[src/rtl/cpu_dbg_pkg.sv]
// Shared encodings for the CPU run-control block: FSM states, run modes, config selects.
// Latency: n/a (types and constants only).
// Backpressure: n/a.
package cpu_dbg_pkg;

   // Run-control FSM states; the numeric values are shown on the LCD.
   typedef enum logic [1:0] {
      ST_IDLE     = 2'd0,
      ST_RUN      = 2'd1,
      ST_RUN_WAIT = 2'd2,
      ST_RUN_CHK  = 2'd3
   } ctrl_state_t;

   // run_mode encodings
   localparam logic [1:0] MODE_STEP   = 2'd0;
   localparam logic [1:0] MODE_RUN_N  = 2'd1;
   localparam logic [1:0] MODE_RUN_BP = 2'd2;
   localparam logic [1:0] MODE_FREE   = 2'd3;

   // cfg_sel encodings
   localparam logic CFG_SEL_RUN_N   = 1'b0;
   localparam logic CFG_SEL_BP_ADDR = 1'b1;

endpackage

[src/rtl/btn_debounce.sv]
// Push-button conditioner: 2-flop synchronizer, stability counter, single-cycle press pulse.
// Latency: press_o rises 2 sync cycles + DB_CYCLES stable samples + 1 register after the button edge.
// Backpressure: none; press_o is a one-cycle strobe that is never held.
module btn_debounce #(
   parameter int DB_CYCLES = 10000
) (
   input  logic clk,
   input  logic reset,
   input  logic btn_i,
   output logic press_o
);

   localparam int CW = (DB_CYCLES > 1) ? $clog2(DB_CYCLES) : 1;
   localparam logic [CW-1:0] CNT_LAST = CW'(DB_CYCLES - 1);

   logic          sync1_q, sync2_q;
   logic          level_q, level_d;
   logic [CW-1:0] cnt_q, cnt_d;
   logic          press_q, press_d;

   // Count consecutive samples that disagree with the accepted level; flip after DB_CYCLES of them.
   always_comb begin
      level_d = level_q;
      cnt_d   = '0;
      if (sync2_q != level_q) begin
         if (cnt_q == CNT_LAST) begin
            level_d = sync2_q;
         end else begin
            cnt_d = cnt_q + 1'b1;
         end
      end
      press_d = level_d & ~level_q;
   end

   // Synchronizer, debounce state and registered press strobe.
   always_ff @(posedge clk) begin
      if (reset) begin
         sync1_q <= 1'b0;
         sync2_q <= 1'b0;
         level_q <= 1'b0;
         cnt_q   <= '0;
         press_q <= 1'b0;
      end else begin
         sync1_q <= btn_i;
         sync2_q <= sync1_q;
         level_q <= level_d;
         cnt_q   <= cnt_d;
         press_q <= press_d;
      end
   end

   assign press_o = press_q;

endmodule

[src/rtl/cpu_run_ctrl.sv]
// Run-control sequencer: step/run-N/run-to-breakpoint/free-run CE pulses for the CPU clock gate.
// Latency: first enable one cycle after the debounced press; breakpoint runs issue at most one enable per 2 cycles.
// Backpressure: none; a press in any running state aborts. Breakpoint logic is built only with CPU_RUN_BP_EN.
module cpu_run_ctrl
   import cpu_dbg_pkg::*;
#(
   parameter int DB_CYCLES = 10000,
   parameter int CNT_W     = 32
) (
   input  logic             clk,
   input  logic             reset,
   input  logic             btn_step,
   input  logic [1:0]       run_mode,
   input  logic             cfg_valid,
   input  logic             cfg_sel,
   input  logic [31:0]      cfg_value,
   input  logic [31:0]      cpu_pc,
   output logic             cpu_clk_en,
   output logic             run_busy,
   output logic             bp_hit,
   output logic [CNT_W-1:0] step_count,
   output logic [1:0]       ctrl_state
);

   logic             press;
   ctrl_state_t      state_q, state_d;
   logic             en_q, en_d;
   logic             mode_run_n_q, mode_run_n_d;
   logic [CNT_W-1:0] run_n_q, run_n_d;
   logic [CNT_W-1:0] remaining_q, remaining_d;
   logic [CNT_W-1:0] step_count_q, step_count_d;
`ifdef CPU_RUN_BP_EN
   logic [31:0]      bp_addr_q, bp_addr_d;
   logic             bp_hit_q, bp_hit_d;
`else
   logic             unused_pc;
   assign unused_pc = ^cpu_pc;
`endif

   btn_debounce #(
      .DB_CYCLES (DB_CYCLES)
   ) u_debounce (
      .clk     (clk),
      .reset   (reset),
      .btn_i   (btn_step),
      .press_o (press)
   );

   // Config capture in IDLE plus next-state / enable decision. A config write in the
   // same cycle as the press is visible to the run via run_n_d.
   always_comb begin
      state_d      = state_q;
      en_d         = 1'b0;
      mode_run_n_d = mode_run_n_q;
      run_n_d      = run_n_q;
      remaining_d  = remaining_q;
`ifdef CPU_RUN_BP_EN
      bp_addr_d    = bp_addr_q;
      bp_hit_d     = bp_hit_q;
`endif
      if ((state_q == ST_IDLE) && cfg_valid) begin
         if (cfg_sel == CFG_SEL_RUN_N)
            run_n_d = CNT_W'(cfg_value);
`ifdef CPU_RUN_BP_EN
         else
            bp_addr_d = cfg_value;
`endif
      end

      case (state_q)
         ST_IDLE: begin
            if (press) begin
               mode_run_n_d = (run_mode == MODE_RUN_N);
               case (run_mode)
                  MODE_STEP: en_d = 1'b1;
                  MODE_RUN_N: begin
                     // remaining holds the count still owed after this cycle's enable
                     if (run_n_d != '0) begin
                        en_d        = 1'b1;
                        remaining_d = run_n_d - 1'b1;
                        if (run_n_d != CNT_W'(1))
                           state_d = ST_RUN;
                     end
                  end
`ifdef CPU_RUN_BP_EN
                  MODE_RUN_BP: begin
                     // unconditional first edge lets a run resume from a breakpoint
                     bp_hit_d = 1'b0;
                     en_d     = 1'b1;
                     state_d  = ST_RUN_WAIT;
                  end
`endif
                  default: begin
                     en_d    = 1'b1;
                     state_d = ST_RUN;
                  end
               endcase
            end
         end
         ST_RUN: begin
            if (press) begin
               state_d     = ST_IDLE;
               remaining_d = '0;
            end else begin
               en_d = 1'b1;
               if (mode_run_n_q) begin
                  remaining_d = remaining_q - 1'b1;
                  if (remaining_q == CNT_W'(1))
                     state_d = ST_IDLE;
               end
            end
         end
`ifdef CPU_RUN_BP_EN
         ST_RUN_WAIT: begin
            // idle cycle so cpu_pc reflects the last edge before it is compared
            if (press) state_d = ST_IDLE;
            else       state_d = ST_RUN_CHK;
         end
         ST_RUN_CHK: begin
            if (press) begin
               state_d = ST_IDLE;
            end else if (cpu_pc == bp_addr_q) begin
               bp_hit_d = 1'b1;
               state_d  = ST_IDLE;
            end else begin
               en_d    = 1'b1;
               state_d = ST_RUN_WAIT;
            end
         end
`endif
         default: state_d = ST_IDLE;
      endcase

      step_count_d = step_count_q + CNT_W'(en_d);
   end

   // Control state registers.
   always_ff @(posedge clk) begin
      if (reset) begin
         state_q      <= ST_IDLE;
         en_q         <= 1'b0;
         mode_run_n_q <= 1'b0;
         run_n_q      <= '0;
         remaining_q  <= '0;
         step_count_q <= '0;
`ifdef CPU_RUN_BP_EN
         bp_addr_q    <= '0;
         bp_hit_q     <= 1'b0;
`endif
      end else begin
         state_q      <= state_d;
         en_q         <= en_d;
         mode_run_n_q <= mode_run_n_d;
         run_n_q      <= run_n_d;
         remaining_q  <= remaining_d;
         step_count_q <= step_count_d;
`ifdef CPU_RUN_BP_EN
         bp_addr_q    <= bp_addr_d;
         bp_hit_q     <= bp_hit_d;
`endif
      end
   end

   // CE is forced high in reset so the CPU's own reset gets clock edges.
   assign cpu_clk_en = reset | en_q;
   assign run_busy   = (state_q != ST_IDLE);
   assign step_count = step_count_q;
   assign ctrl_state = state_q;
`ifdef CPU_RUN_BP_EN
   assign bp_hit     = bp_hit_q;
`else
   assign bp_hit     = 1'b0;
`endif

endmodule
[config.mk]
export PLATFORM = sky130hd
export DESIGN_NAME = cpu_run_ctrl
export DESIGN_NICKNAME = d
export VERILOG_FILES = /design/src/rtl/cpu_dbg_pkg.sv /design/src/rtl/btn_debounce.sv /design/src/rtl/cpu_run_ctrl.sv
export SDC_FILE = /design/constraint.sdc
export NUM_CORES = 1
export LEC_CHECK = 0
export ABC_AREA = 1
export CAP_MARGIN = 20
export CORE_MARGIN = 2
export CORE_UTILIZATION = 55
export DETAILED_ROUTE_END_ITERATION = 6
export PLACE_DENSITY = 0.81
export SKIP_CTS_REPAIR_TIMING = 1
export SYNTH_ARGS = -nofsm -noshare
export SYNTH_HDL_FRONTEND = slang
export SYNTH_SLANG_ARGS = --single-unit
[constraint.sdc]
create_clock -name clk -period 11.8 [get_ports clk]
set_clock_uncertainty 0.05 [all_clocks]
set_input_delay 2.36 -clock clk [delete_from_list [all_inputs] [get_ports clk]]
set_output_delay 2.36 -clock clk [all_outputs]
set_load 0.01 [all_outputs]
# Word-level counts from Yosys, hierarchy flattened
# Cells that the tools add are included.
# W data, S select, Z words.
# word_totals
out_inout_bits	37
register_bits	118
# op_classes
n_mux	23
bitwise	4
n_reduce_logical	10
eq_ne	14
addsub	4
# op_table
op	n
$mux W32	7
$pmux W32 S2	1
$sub A32 B1 Y32 const B	2
$add A32 B1 Y32	1
$eq A32 B1 Y1 const B	1
$ne A32 B1 Y1 const B	1
$reduce_bool A32 Y1	1
$add A14 B1 Y14 const B	1
$eq A14 B14 Y1 const B	1
$mux W2	6
$ne A3 B2 Y1 const B	4
$pmux W2 S2	2
$mux W1	6
$ne A2 B1 Y1 const B	3
$reduce_and A6 Y1	1
$reduce_and A5 Y1	1
$eq A2 B1 Y1 const B	2
$logic_not A2 Y1	2
$reduce_bool A2 Y1	2
$reduce_or A3 Y1	1
$ne A2 B2 Y1 const B	1
$not A1 Y1	2
$pmux W1 S2	1
$reduce_and A2 Y1	1
other kinds (4)	4

# Longest topological paths before layout
# depth
ltp_word	9
ltp_mapped	27
ltp_nobuf	25

# Modules after synthesis
# Synthesis repeated with hierarchy kept, for this count alone.
# unflattened
cells_unflattened	1215
area_unflattened_um2	7400.8
# modules_own_cells
module	area_each_um2	n_inst	cells_each	seq_area_each_um2
cpu_run_ctrl	6507.5	1	1098	1981.9
btn_debounce	893.4	1	117	360.3

# Worst setup path before layout
# No wires, ideal clock.
# synth_path
path_kind	in2reg
from	input cfg_valid
to	register step_count_q[26] (netlist: step_count[26])
slack_ns	6.421
stages	24
arrival_ns	5.213
path_cell_list	buf_2 > clkbuf_1 > nand3_1 > nand2_1 > inv_1 > ha_1 > inv_1 > nor2_1 > nand4_1 > o21ai_0 > inv_1 > ha_1 > ha_1 > nand3_1 > nor2_1 > nand4_1 > nor2_1 > nand3_1 > nor2_1 > nand2_1 > nor2_1 > nand2_1 > o21ai_0 > nor2_1
# synth_via
elab_chain_len	8
# synth_lines
item	line_no	source
start: declaration	cpu_run_ctrl.sv:14	input logic cfg_valid,
$logic_and A1 B1 Y1	cpu_run_ctrl.sv:61	if ((state_q == ST_IDLE) && cfg_valid) begin
$mux W32	cpu_run_ctrl.sv:61	
via run_n_d[0]	cpu_run_ctrl.sv:29	logic [CNT_W-1:0] run_n_q, run_n_d;
$reduce_bool A32 Y1	cpu_run_ctrl.sv:78	if (run_n_d != '0) begin
$mux W1	cpu_run_ctrl.sv:78	
$mux W1	cpu_run_ctrl.sv:74	case (run_mode)
$mux W1	cpu_run_ctrl.sv:72	if (press) begin
$pmux W1 S2	cpu_run_ctrl.sv:70	case (state_q)
via en_d	cpu_run_ctrl.sv:27	logic en_q, en_d;
$add A32 B1 Y32	cpu_run_ctrl.sv:134	step_count_d = step_count_q + CNT_W'(en_d);
end signal: assignment	cpu_run_ctrl.sv:156	step_count_q <= step_count_d;
end: declaration	cpu_run_ctrl.sv:31	logic [CNT_W-1:0] step_count_q, step_count_d;
# The timed path passes the listed nets, and every way through them passes these cells.
# A chain may end at the register's enable or synchronous reset.

# Worst setup path after layout
# layout_path
from	input cfg_sel
to	register step_count_q[30] (netlist: step_count[30])
# layout_via
elab_chain_len	8
# layout_lines
item	line_no	source
start: declaration	cpu_run_ctrl.sv:15	input logic cfg_sel,
$mux W32	cpu_run_ctrl.sv:62	if (cfg_sel == CFG_SEL_RUN_N)
$mux W32	cpu_run_ctrl.sv:61	
$reduce_bool A32 Y1	cpu_run_ctrl.sv:78	
$mux W1	cpu_run_ctrl.sv:78	
$mux W1	cpu_run_ctrl.sv:74	
$mux W1	cpu_run_ctrl.sv:72	
$pmux W1 S2	cpu_run_ctrl.sv:70	
via en_d	cpu_run_ctrl.sv:27	
$add A32 B1 Y32	cpu_run_ctrl.sv:134	
# The timed path passes the listed nets, and every way through them passes these cells.

==> flow_summary.ini <==
[logic_synthesis]
synth.top_cell.area_share_pct = 31.8
async_reset_ff_share_pct = 0
synth_enable_flop_cells = 0
synth_top_area_cell = dfxtp_1
ys_types = 43
synthFlopType = dfxtp_1
synth_common_cells = nand2_1 (297), nor2_1 (250), inv_1 (151)
ys_warn_count = 0
yosys-top-cells-area = dfxtp_1 (32%), nand2_1 (15%), nor2_1 (13%)
netlist_instances = 1218
synth_area_per_cell_sq_um = 6.05
ys_ff_latch = 117
yosysSeqAreaShare_pct = 31.8
yosysMostFrequentCell = nand2_1
synth.cell_area_sq_um = 7360

[worst_setup_path]
slowest_delay_ns = 0.77
cp.arrival_ns = 7.51
cp_top_family = simple AND/OR/NAND/NOR gates
start_kind = primary input
crit_fanout = 47
criticalPathCategory = in2reg
end_kind = flip-flop
path_cells = clkdlybuf4s50_1, nor2_4, nand2_2, nand2_1, nand2_1, nand2_1, nor2_1, nand2_1, nor2_1, nand4_1, o21ai_0, inv_1, ha_1, ha_1, nand3_1, nor3_1, nand3_1, nor2_1, inv_1, nor2_1, nand4_1, o21ai_0, nor3b_1
critPathBufInv = 3
crit_required_ns = 12.10
critPathSlowestCell = nand2_2

[sta]
max_slew_margin_pct = 34.9
finalCriticalPeriod_ns = 7.21
fmax_mhz = 139
rsz0062_at_grt = no
fin_hold_ws_ns = 0.390
post-route-period-util_pct = 61.1
tns_ns = 0
setup_ws_ns = 4.59
slew_violations = 0
final-hold-violation-count = 0
setup_viol = 0
worstMarginPinSlew_ns = 0.974

[final_layout]
diodes = 0
num-nets-final = 1353
area_growth_pct = 18.5
post-route-util_pct = 66.4
final_cells = 1463
fill_cells = 1215
regArea_sq_um = 2340
drive_above_1_share_pct = 5.52
finalInstanceArea_sq_um = 8730
multi_input_area_sq_um = 4200

[power]
p_comb_share_pct = 11.6
power_density_nw_per_um2 = 124
p_leak_nw = 4.02
sw_frac_of_total_pct = 26.1
p_sw_mw = 0.283
total_power_mw = 1.08
clockPowerShare_pct = 51.0
irDropWorstVdd_v = 0.0000737
seqPwrFrac_pct = 37.5
internal_power_mw = 0.800

[route]
drc = 0
routed_wl_mm = 19.4
firstDrtPassIters = 5
wl_per_cell_um = 13.3
vias_per_cell = 5.22
initialDrtViolationCount = 705
drtAntennaViolNets = 0
vias = 7637

[global_routing]
grt_pass1_vias = 6986
grt_max_degree = 57
grt_pass1_wl_mm = 32.4
antenna_found_initial = 0
grt_usage_pct = 28.0
gr-total-overflow = 0

[placed_design]
gp_congestion = 0.952
io_buffers = 73
placed_area_sq_um = 8100
placedCellCount = 1431
dp_hpwl_mm = 13.4
place_ws_ns = 4.20

[clock_network]
cts_htree_levels = 4
cts_tree = yes
cts_root_buf = clkbuf_16
cts_sinks = 117
path_clk_slew_ns = 0.06
clockBufferDepth = 2
numCtsBuffers = 17
insertion_delay_ns = 0.43

[floorplanning]
coreArea_sq_um = 13100
die_area_sq_um = 14300
io_pins = 108
die_height_um = 120
start_util_pct = 56.1
std_cell_rows = 42
dieWidth_um = 120

[flow_run]
maxCapViolCount = 0

[outcome]
status = complete, no violations

[hold_path]
hold_class = reg2reg
## worst paths after layout
kind                                    startpoint            endpoint  slack (ns)  cells past startpoint
worst max register to register       ctrl_state[0]      step_count[30]        6.28                     22
worst min register to register  u_debounce.sync1_q  u_debounce.sync2_q        0.39                      2
worst max-delay path                       cfg_sel      step_count[30]        4.59                     23
worst min-delay path            u_debounce.sync1_q  u_debounce.sync2_q        0.39                      2
## routing by layer
metal	share of wire, %	global-route usage [%]
met1	46	36.3
met3	5.8	4.75
met4	2.7	12.0
met5	0	0
met2	45	46.1
## worst min-delay path: stages, from the launching register on
cell	delay, ns
dfxtp_1	0.32
inv_1	0.05
nor2_1	0.03
## cell type report
cell class	count	share of cell area (%)
clock buffers	17	4.87
flip-flops and latches	117	26.8
clock inverters	15	2.37
well taps	176	2.52
inverters	153	6.58
multi-input cells	908	48.2
repair buffers	77	8.66
## power groups by stage
stage / clock (mW) / sequential, mW / combinational [mW]
after floorplan: 0 / 0.414 / 0.0871
after global placement: 0 / 0.414 / 0.121
after detailed placement: 0 / 0.414 / 0.122
after CTS: 0.557 / 0.406 / 0.124
after global routing: 0.575 / 0.406 / 0.141
final: 0.552 / 0.406 / 0.125
## cell usage in the layout (no fill, tap or decap), types with 2 or more instances in the layout
| master | netlist | routed |
|---|---|---|
| nand3_1 | 79 | 79 |
| ha_1 | 8 | 8 |
| a21o_1 | 2 | 2 |
| nand4_1 | 19 | 19 |
| nor3b_1 | 5 | 5 |
| nor2_4 | 2 | 2 |
| inv_2 | 2 | 2 |
| and2_1 | 2 | 2 |
| clkdlybuf4s50_1 | 0 | 72 |
| clkinvlp_4 | 0 | 2 |
| dfxtp_1 | 117 | 117 |
| conb_1 | 1 | 2 |
| nor3_1 | 28 | 28 |
| and3_1 | 3 | 3 |
| nor2_2 | 4 | 4 |
| nor2_1 | 250 | 250 |
| o21ai_0 | 48 | 48 |
| a21oi_1 | 45 | 45 |
| nand2_2 | 13 | 13 |
| o21ai_1 | 24 | 24 |
| a31oi_1 | 4 | 4 |
| or2_2 | 9 | 9 |
| nand2_1 | 297 | 297 |
| buf_4 | 6 | 4 |
| clkinv_2 | 0 | 2 |
| clkinv_4 | 0 | 6 |
| xnor2_1 | 6 | 6 |
| xor2_1 | 10 | 10 |
| nor4_1 | 7 | 7 |
| inv_1 | 151 | 151 |
| clkbuf_16 | 0 | 17 |
| nand3b_1 | 30 | 30 |
| bufinv_16 | 0 | 4 |
## cell families (layout without fill, tap and decap cells)
kind of cell | Yosys count | count (layout) | synth area share [%]
XOR/XNOR | 16 | 16 | 1.90
buffers and inverters | 194 | 262 | 11.2
adder cells (fa/ha/maj) | 8 | 8 | 1.36
AND/OR/NAND/NOR | 750 | 750 | 44.2
AO/OA/AOI/OAI | 132 | 132 | 9.57
flip-flops | 117 | 117 | 31.8
other | 1 | 2 | 0.0509
## flip-flops by register name, summed over array words and instances, names as in the netlist, 14 cells and up
signal	cells
remaining_q	32
run_n_q	32
step_count	32
u_debounce.cnt_q	14
No activity file was read; power rests on OpenSTA's default activity.
